===== src/rtl/cplx_q15_mac_pkg.sv =====
// Q15 fixed-point types shared by the complex MAC datapath.
// Holds the partial-product type, the Q15 limits and the saturating narrowing helper.
package Q15Types;

    typedef logic signed [15:0] Q15;

    typedef struct packed {
        Q15 re;
        Q15 im;
    } CplxQ15;

    typedef logic signed [31:0] Q30P;

    localparam Q15 Q15_MAX = 16'sh7FFF;
    localparam Q15 Q15_MIN = 16'sh8000;

    // Widest value satQ15 accepts; callers sign-extend narrower operands up to this.
    localparam int unsigned SAT_W = 64;

    typedef struct packed {
        logic sat;
        Q15   val;
    } SatQ15;

    function automatic SatQ15 satQ15(input logic signed [SAT_W-1:0] v);
        SatQ15 r;
        if (v > 64'sd32767) begin
            r.sat = 1'b1;
            r.val = Q15_MAX;
        end else if (v < -64'sd32768) begin
            r.sat = 1'b1;
            r.val = Q15_MIN;
        end else begin
            r.sat = 1'b0;
            r.val = v[15:0];
        end
        return r;
    endfunction

endpackage


===== src/rtl/cplx_q15_mac_mul_pipe.sv =====
// Two-stage complex Q15 multiplier: S1 partial products, S2 combined Q30 product
// sign-extended to the accumulator width. Every register advances only on i_en.
module cplx_q15_mul_pipe
    import Q15Types::*;
#(
    parameter int unsigned ACC_W = 41
) (
    input  logic                    clk,
    input  logic                    arst,
    input  logic                    i_en,
    input  logic                    i_valid,
    input  logic                    i_last,
    input  CplxQ15                  i_a,
    input  CplxQ15                  i_b,
    output logic                    o_valid,
    output logic                    o_last,
    output logic signed [ACC_W-1:0] o_pr,
    output logic signed [ACC_W-1:0] o_pi
);

    Q30P  r_rr;
    Q30P  r_ii;
    Q30P  r_ri;
    Q30P  r_ir;
    logic r_s1_valid;
    logic r_s1_last;

    logic signed [ACC_W-1:0] r_pr;
    logic signed [ACC_W-1:0] r_pi;
    logic                    r_s2_valid;
    logic                    r_s2_last;

    logic signed [32:0] w_pr;
    logic signed [32:0] w_pi;

    always_ff @(posedge clk or posedge arst) begin
        if (arst) begin
            r_rr       <= '0;
            r_ii       <= '0;
            r_ri       <= '0;
            r_ir       <= '0;
            r_s1_valid <= 1'b0;
            r_s1_last  <= 1'b0;
        end else if (i_en) begin
            r_rr       <= i_a.re * i_b.re;
            r_ii       <= i_a.im * i_b.im;
            r_ri       <= i_a.re * i_b.im;
            r_ir       <= i_a.im * i_b.re;
            r_s1_valid <= i_valid;
            r_s1_last  <= i_last;
        end
    end

    // -32768*-32768 twice overflows 32 bits, hence the 33-bit sum/difference.
    always_comb begin
        w_pr = 33'(r_rr) - 33'(r_ii);
        w_pi = 33'(r_ri) + 33'(r_ir);
    end

    always_ff @(posedge clk or posedge arst) begin
        if (arst) begin
            r_pr       <= '0;
            r_pi       <= '0;
            r_s2_valid <= 1'b0;
            r_s2_last  <= 1'b0;
        end else if (i_en) begin
            r_pr       <= ACC_W'(w_pr);
            r_pi       <= ACC_W'(w_pi);
            r_s2_valid <= r_s1_valid;
            r_s2_last  <= r_s1_last;
        end
    end

    always_comb begin
        o_valid = r_s2_valid;
        o_last  = r_s2_last;
        o_pr    = r_pr;
        o_pi    = r_pi;
    end

endmodule


===== src/rtl/cplx_q15_mac.sv =====
// Streaming complex Q15 multiply-accumulate: per-frame Q30 accumulation, Q15 saturated
// result under valid/ready. Define CPLX_Q15_MAC_ROUND_EN for round-half-up instead of truncation.
module cplx_q15_mac
    import Q15Types::*;
#(
    parameter int unsigned GUARD = 8,
    parameter int unsigned CNT_W = 16
) (
    input  logic             clk,
    input  logic             arst,
    input  logic             in_valid,
    output logic             in_ready,
    input  logic [31:0]      in_a,
    input  logic [31:0]      in_b,
    input  logic             in_last,
    output logic             out_valid,
    input  logic             out_ready,
    output logic [31:0]      out_c,
    output logic             out_sat,
    output logic [CNT_W-1:0] out_cnt
);

    localparam int unsigned ACC_W = 33 + GUARD;

    logic w_en;

    logic                    w_s2_valid;
    logic                    w_s2_last;
    logic signed [ACC_W-1:0] w_s2_pr;
    logic signed [ACC_W-1:0] w_s2_pi;

    logic signed [ACC_W-1:0] r_acc_re;
    logic signed [ACC_W-1:0] r_acc_im;
    logic                    r_first;
    logic [CNT_W-1:0]        r_cnt;

    logic signed [ACC_W-1:0] r_fin_re;
    logic signed [ACC_W-1:0] r_fin_im;
    logic [CNT_W-1:0]        r_fin_cnt;
    logic                    r_fin_valid;

    logic                    r_out_valid;
    CplxQ15                  r_out_c;
    logic                    r_out_sat;
    logic [CNT_W-1:0]        r_out_cnt;

    logic signed [ACC_W-1:0] w_sum_re;
    logic signed [ACC_W-1:0] w_sum_im;
    logic [CNT_W-1:0]        w_cnt_base;
    logic [CNT_W-1:0]        w_cnt_inc;

    logic signed [ACC_W:0]   w_ext_re;
    logic signed [ACC_W:0]   w_ext_im;
    logic signed [ACC_W:0]   w_y_re;
    logic signed [ACC_W:0]   w_y_im;
    SatQ15                   w_q_re;
    SatQ15                   w_q_im;

    assign w_en     = !(r_out_valid && !out_ready);
    assign in_ready = w_en;

    cplx_q15_mul_pipe #(
        .ACC_W(ACC_W)
    ) u_mul (
        .clk     (clk),
        .arst    (arst),
        .i_en    (w_en),
        .i_valid (in_valid),
        .i_last  (in_last),
        .i_a     (in_a),
        .i_b     (in_b),
        .o_valid (w_s2_valid),
        .o_last  (w_s2_last),
        .o_pr    (w_s2_pr),
        .o_pi    (w_s2_pi)
    );

    always_comb begin
        w_sum_re   = (r_first ? '0 : r_acc_re) + w_s2_pr;
        w_sum_im   = (r_first ? '0 : r_acc_im) + w_s2_pi;
        w_cnt_base = r_first ? '0 : r_cnt;
        w_cnt_inc  = (&w_cnt_base) ? w_cnt_base : w_cnt_base + CNT_W'(1);
    end

    // S3: accumulate; a closing beat hands its sum to the scaling stage and re-arms the frame.
    always_ff @(posedge clk or posedge arst) begin
        if (arst) begin
            r_acc_re    <= '0;
            r_acc_im    <= '0;
            r_first     <= 1'b1;
            r_cnt       <= '0;
            r_fin_re    <= '0;
            r_fin_im    <= '0;
            r_fin_cnt   <= '0;
            r_fin_valid <= 1'b0;
        end else if (w_en) begin
            r_fin_valid <= w_s2_valid && w_s2_last;
            if (w_s2_valid) begin
                if (w_s2_last) begin
                    r_fin_re  <= w_sum_re;
                    r_fin_im  <= w_sum_im;
                    r_fin_cnt <= w_cnt_inc;
                    r_acc_re  <= '0;
                    r_acc_im  <= '0;
                    r_first   <= 1'b1;
                    r_cnt     <= '0;
                end else begin
                    r_acc_re  <= w_sum_re;
                    r_acc_im  <= w_sum_im;
                    r_first   <= 1'b0;
                    r_cnt     <= w_cnt_inc;
                end
            end
        end
    end

    // One extra bit so the rounding offset cannot wrap the accumulator value.
    always_comb begin
        w_ext_re = (ACC_W+1)'(r_fin_re);
        w_ext_im = (ACC_W+1)'(r_fin_im);
`ifdef CPLX_Q15_MAC_ROUND_EN
        w_y_re = (w_ext_re + $signed({{(ACC_W-14){1'b0}}, 1'b1, 14'b0})) >>> 15;
        w_y_im = (w_ext_im + $signed({{(ACC_W-14){1'b0}}, 1'b1, 14'b0})) >>> 15;
`else
        w_y_re = w_ext_re >>> 15;
        w_y_im = w_ext_im >>> 15;
`endif
        w_q_re = satQ15(SAT_W'(w_y_re));
        w_q_im = satQ15(SAT_W'(w_y_im));
    end

    always_ff @(posedge clk or posedge arst) begin
        if (arst) begin
            r_out_valid <= 1'b0;
            r_out_c     <= '0;
            r_out_sat   <= 1'b0;
            r_out_cnt   <= '0;
        end else if (w_en) begin
            r_out_valid <= r_fin_valid;
            if (r_fin_valid) begin
                r_out_c.re <= w_q_re.val;
                r_out_c.im <= w_q_im.val;
                r_out_sat  <= w_q_re.sat || w_q_im.sat;
                r_out_cnt  <= r_fin_cnt;
            end
        end
    end

    assign out_valid = r_out_valid;
    assign out_c     = r_out_c;
    assign out_sat   = r_out_sat;
    assign out_cnt   = r_out_cnt;

endmodule


===== config.mk =====
export PLATFORM = sky130hd
export DESIGN_NAME = cplx_q15_mac
export DESIGN_NICKNAME = d
export VERILOG_FILES = /design/src/rtl/cplx_q15_mac_pkg.sv /design/src/rtl/cplx_q15_mac_mul_pipe.sv /design/src/rtl/cplx_q15_mac.sv
export SDC_FILE = /design/constraint.sdc
export NUM_CORES = 2
export LEC_CHECK = 0
export BUFFER_PORTS_ARGS = -buffer_cell sky130_fd_sc_hd__buf_2
export CAP_MARGIN = 10
export CORE_ASPECT_RATIO = 2
export CORE_MARGIN = 4
export CORE_UTILIZATION = 45
export DETAILED_ROUTE_END_ITERATION = 6
export PLACE_DENSITY = 0.63
export SLEW_MARGIN = 40
export SYNTH_ARGS = -nofsm -noshare
export SYNTH_HDL_FRONTEND = slang
export SYNTH_SLANG_ARGS = --single-unit

===== constraint.sdc =====
create_clock -name clk -period 37 [get_ports clk]
set_input_delay 5.55 -clock clk [delete_from_list [all_inputs] [get_ports clk]]
set_output_delay 5.55 -clock clk [all_outputs]
set_load 0.01 [all_outputs]

==> flow_summary_export.csv <==
group,metric,value,unit
run_status,status,"finished, final reports clean",
cts,worstSkewPairLatency,0.62,ns
worst_hold_path,hp-start,"r_acc_im[0]",
global_route,grt_first_pass_wirelength,273000,um
global_route,grt_max_degree,135,
timing,min_period_over_period,0.328,
routing,remaining_drc_errors,0,
setup_path,cp-end-kind,"register",
worst_hold_path,whs_path_depth,2,
cts,clk_pin_slew,0.07,ns
timing,relSlewSlack,0.396,
routing,via_count,45700,
global_route,antenna_found_initial,17,
setup_path,r2r_cells,14,
synth,syn-instance-count,6754,
worst_hold_path,hold_end,"r_acc_im[0]",
routing,wl_per_cell,20.1,um
worst_hold_path,hold_path_class,"register to register",
routing,ant_nets,0,
routing,first_pass_iters,6,
setup_path,path_delay_family,"adder cells",
cells_and_area,layout-drive-gt1-share,0.0498,
synth,synth_ff_type,"dfrtp_1",
setup_path,cp-start-kind,"primary input",
synth,synth-async-reset-ratio,1.00,
cts,holdBufCountCts,0,
cts,cts_sinks,416,
timing,layout_min_cycle_time,12.13,ns
timing,rsz0062_at_grt,"no",
routing,drt_iter0_markers,2091,
cts,root_buffer,"clkbuf_16",
setup_path,arrival,12.59,ns
global_route,first_global_vias,50700,
setup_path,r2r-end,"r_acc_re[40]",
timing,fin_ws,24.87,ns
setup_path,cp_cell_sequence,"buf_2 > nand2_1 > fa_1 > inv_1 > fa_1 > fa_1 > fa_1 > fa_1 > inv_1 > fa_1 > inv_1 > ha_1 > a21o_1 > a211oi_1 > nand2_1 > a311oi_1 > o41ai_1 > a21oi_1 > nor2b_1 > o21a_1 > o311ai_0 > o21ai_0",
synth,synth.distinct_cells,88,
floorplan,rows,192,
synth,avgSynthCellArea,9.19,um2
setup_path,slowest_stage,"buf_2",
floorplan,die_h,533,um
cells_and_area,nets,8245,
synth,synth.yosys.warnings,0,
floorplan,initial_core_util,0.453,
placed_design,pre_cts_ws,24.42,ns
placed_design,port_buffers,119,
setup_path,crit_top_cell,"fa_1",
timing,setup_tns,0,ns
setup_path,worstSetupPathType,"primary input to register",
setup_path,r2r_slack,31.91,ns
floorplan,core,137000,um2
setup_path,critPathRequiredTime,37.46,ns
placed_design,dp_hpwl,133000,um
routing,viasPerCell,5.42,
cts,cts_tree,"yes",
setup_path,timing.rr.start,"r_first",
synth,ys_ff_latch,416,
cells_and_area,fillCellCount,13200,
cts,cts_max_path_buffers,3,
job,drv_cap,0,
setup_path,critPathMaxStageDelay,0.61,ns
timing,final-setup-viol-count,0,
timing,max_freq,0.0824,GHz
timing,slew_viol_final,0,
floorplan,dieArea,144000,um2
synth,synth_edf_count,0,
cts,cts_htree_levels,2,
global_route,grt-ovfl-total,0,
cells_and_area,final_util,0.480,
timing,clock_skew,0.0387,ns
floorplan,ios,120,
timing,tightest_slew,0.906,ns
timing,hold_viol_final,0,
synth,ys_seq_area_frac,0.168,
routing,routed_wl,169000,um
cells_and_area,area_delta_synth_final,5.84,%
cts,postCtsResizedCells,0,
placed_design,gp_congestion,0.877,
cts,cts_buffers,44,
timing,hold_slack,0.468,ns
synth,syn-num-nets,8348,
cts,cts_setup_buffers,0,
setup_path,critPathMaxFanout,32,
setup_path,cp_num_buf_inv,4,
floorplan,dieWidth,271,um
global_route,grtUsageTotal,0.239,
synth,synth_area,62100,um2
[cell usage after synthesis (4+ instances only)]
cell type,n,area share
inv_1,1222,0.074
fa_1,1052,0.34
nand2_1,821,0.050
and2_1,511,0.051
ha_1,473,0.095
dfrtp_1,415,0.17
o21ai_0,303,0.024
clkbuf_1,283,0.017
a21oi_1,270,0.022
nor2_1,242,0.015
xnor2_1,162,0.023
a21o_1,129,0.016
xor2_1,122,0.017
nor2b_1,112,0.011
mux2_2,61,0.011
nand2b_1,53,0.0053
a22o_1,46,0.0065
nand3_1,44,0.0035
o31ai_1,34,0.0041
o21a_1,33,0.0040
o21bai_1,32,0.0039
nor3_1,29,0.0023
a31oi_1,28,0.0028
and3_1,25,0.0025
nand4_1,24,0.0024
o21ai_1,22,0.0018
a211oi_1,21,0.0025
or3_1,16,0.0016
buf_1,15,0.00091
o211ai_1,9,0.0011
a211o_1,8,0.0011
or2_2,8,0.00081
a2111oi_0,7,0.00099
nor4_1,7,0.00071
and4_1,6,0.00085
nand3b_1,6,0.00073
a21boi_0,5,0.00060
a41oi_1,5,0.00071
o41ai_1,5,0.00071
a41o_1,4,0.00064
nor3b_1,4,0.00048
o2111ai_1,4,0.00056
o31a_1,4,0.00056
[cell families after synthesis]
logic type	count (synthesis)	synth area share
XOR/XNOR	284	0.0401
multiplexers	64	0.0115
flip-flops	416	0.168
adder cells (fa/ha/maj)	1525	0.435
AO/OA/AOI/OAI	1026	0.104
AND/OR/NAND/NOR	1918	0.150
buffers and inverters	1521	0.0920
[stage by stage]
stage,instance area (um2),instances
after global placement,64000,8349
after detailed placement,64100,8350
final,65700,8437
after floorplan,62100,6754
after global routing,65700,8432
after CTS,65700,8428
[sequential cells by signal (all words and copies together) (netlist names)]
signal and cells:
u_mul.r_ir 32, out_c 32, u_mul.o_valid 1, u_mul.r_s1_last 1, r_first 1, out_cnt 16, r_acc_im 41, out_valid 1
r_fin_valid 1, r_fin_cnt 16, u_mul.r_s1_valid 1, u_mul.r_rr 32, r_fin_im 26, r_acc_re 41, u_mul.o_pr 33, r_fin_re 26
u_mul.r_ri 32, r_cnt 16, u_mul.r_ii 32, u_mul.o_last 1, out_sat 1, u_mul.o_pi 33
[layer usage]
metal / vias to the layer above / track usage / wire length [um]
met3: 461 / 0.0286 / 6690
met5: - / 0 / 120
li1: 20800 / - / -
met2: 1064 / 0.458 / 91600
met4: 20 / 0.154 / 13600
met1: 23400 / 0.244 / 57400
[worst max path at each step]
| stage | slack [ns] | end | startpoint | cells after the start |
|---|---|---|---|---|
| 3_3_place_gp | 24.50 | u_mul.r_ii[29] | in_b[7] | 22 |
| 6_report | 24.87 | u_mul.r_ii[29] | in_b[7] | 22 |
| 4_1_cts | 25.08 | u_mul.r_ii[29] | in_b[7] | 22 |
| 5_1_grt | 24.58 | u_mul.r_ii[29] | in_b[7] | 22 |
| 3_5_place_dp | 24.42 | u_mul.r_ii[29] | in_b[7] | 22 |
| 2_1_floorplan | 19.87 | out_c[0] | arst | 1 |
[final cells by class]
cell class	instances	area (um2)	share of cell area
Tap cell	1746	2180	0.0332
Multi-Input combinational cell	4817	46000	0.701
Clock inverter	21	298	0.00453
Timing Repair Buffer	150	913	0.0139
Clock buffer	57	1240	0.0189
Antenna cell	8	20.0	0.000305
Sequential cell	416	10400	0.158
Inverter	1222	4600	0.0700
[worst register-to-register path, cell delays in order (launching register included)]
cell       delay (ns)
dfstp_4          0.87
buf_4            0.71
nor2b_1          0.19
fa_1             0.46
a21o_1           0.21
nand4_1          0.16
a31oi_2          0.17
a31oi_1          0.50
o31ai_4          0.22
a2111oi_4        0.43
nor3_2           0.13
o41a_1           0.39
xor2_1           0.23
mux2i_1          0.22
o21ai_1          0.07
[placed cells by master, fill, tap and decap left out, types with 32 or more instances in the layout]
cell and count:
clkbuf_16 45, nand2_1 818, o21bai_1 32, a22o_1 46, and2_1 510, o21a_1 33
buf_2 112, xnor2_1 162, nand3_1 44, inv_1 1219, o21ai_0 302, ha_1 473
nand2b_1 53, mux2_2 61, a21o_1 129, dfrtp_1 415, a21oi_1 270, xor2_1 120
nor2b_1 111, o31ai_1 32, nor2_1 241, fa_1 1052
Power is left out: the tool's default activity adds up to more than one toggle a clock period on the data nets, which glitch-free logic cannot reach.
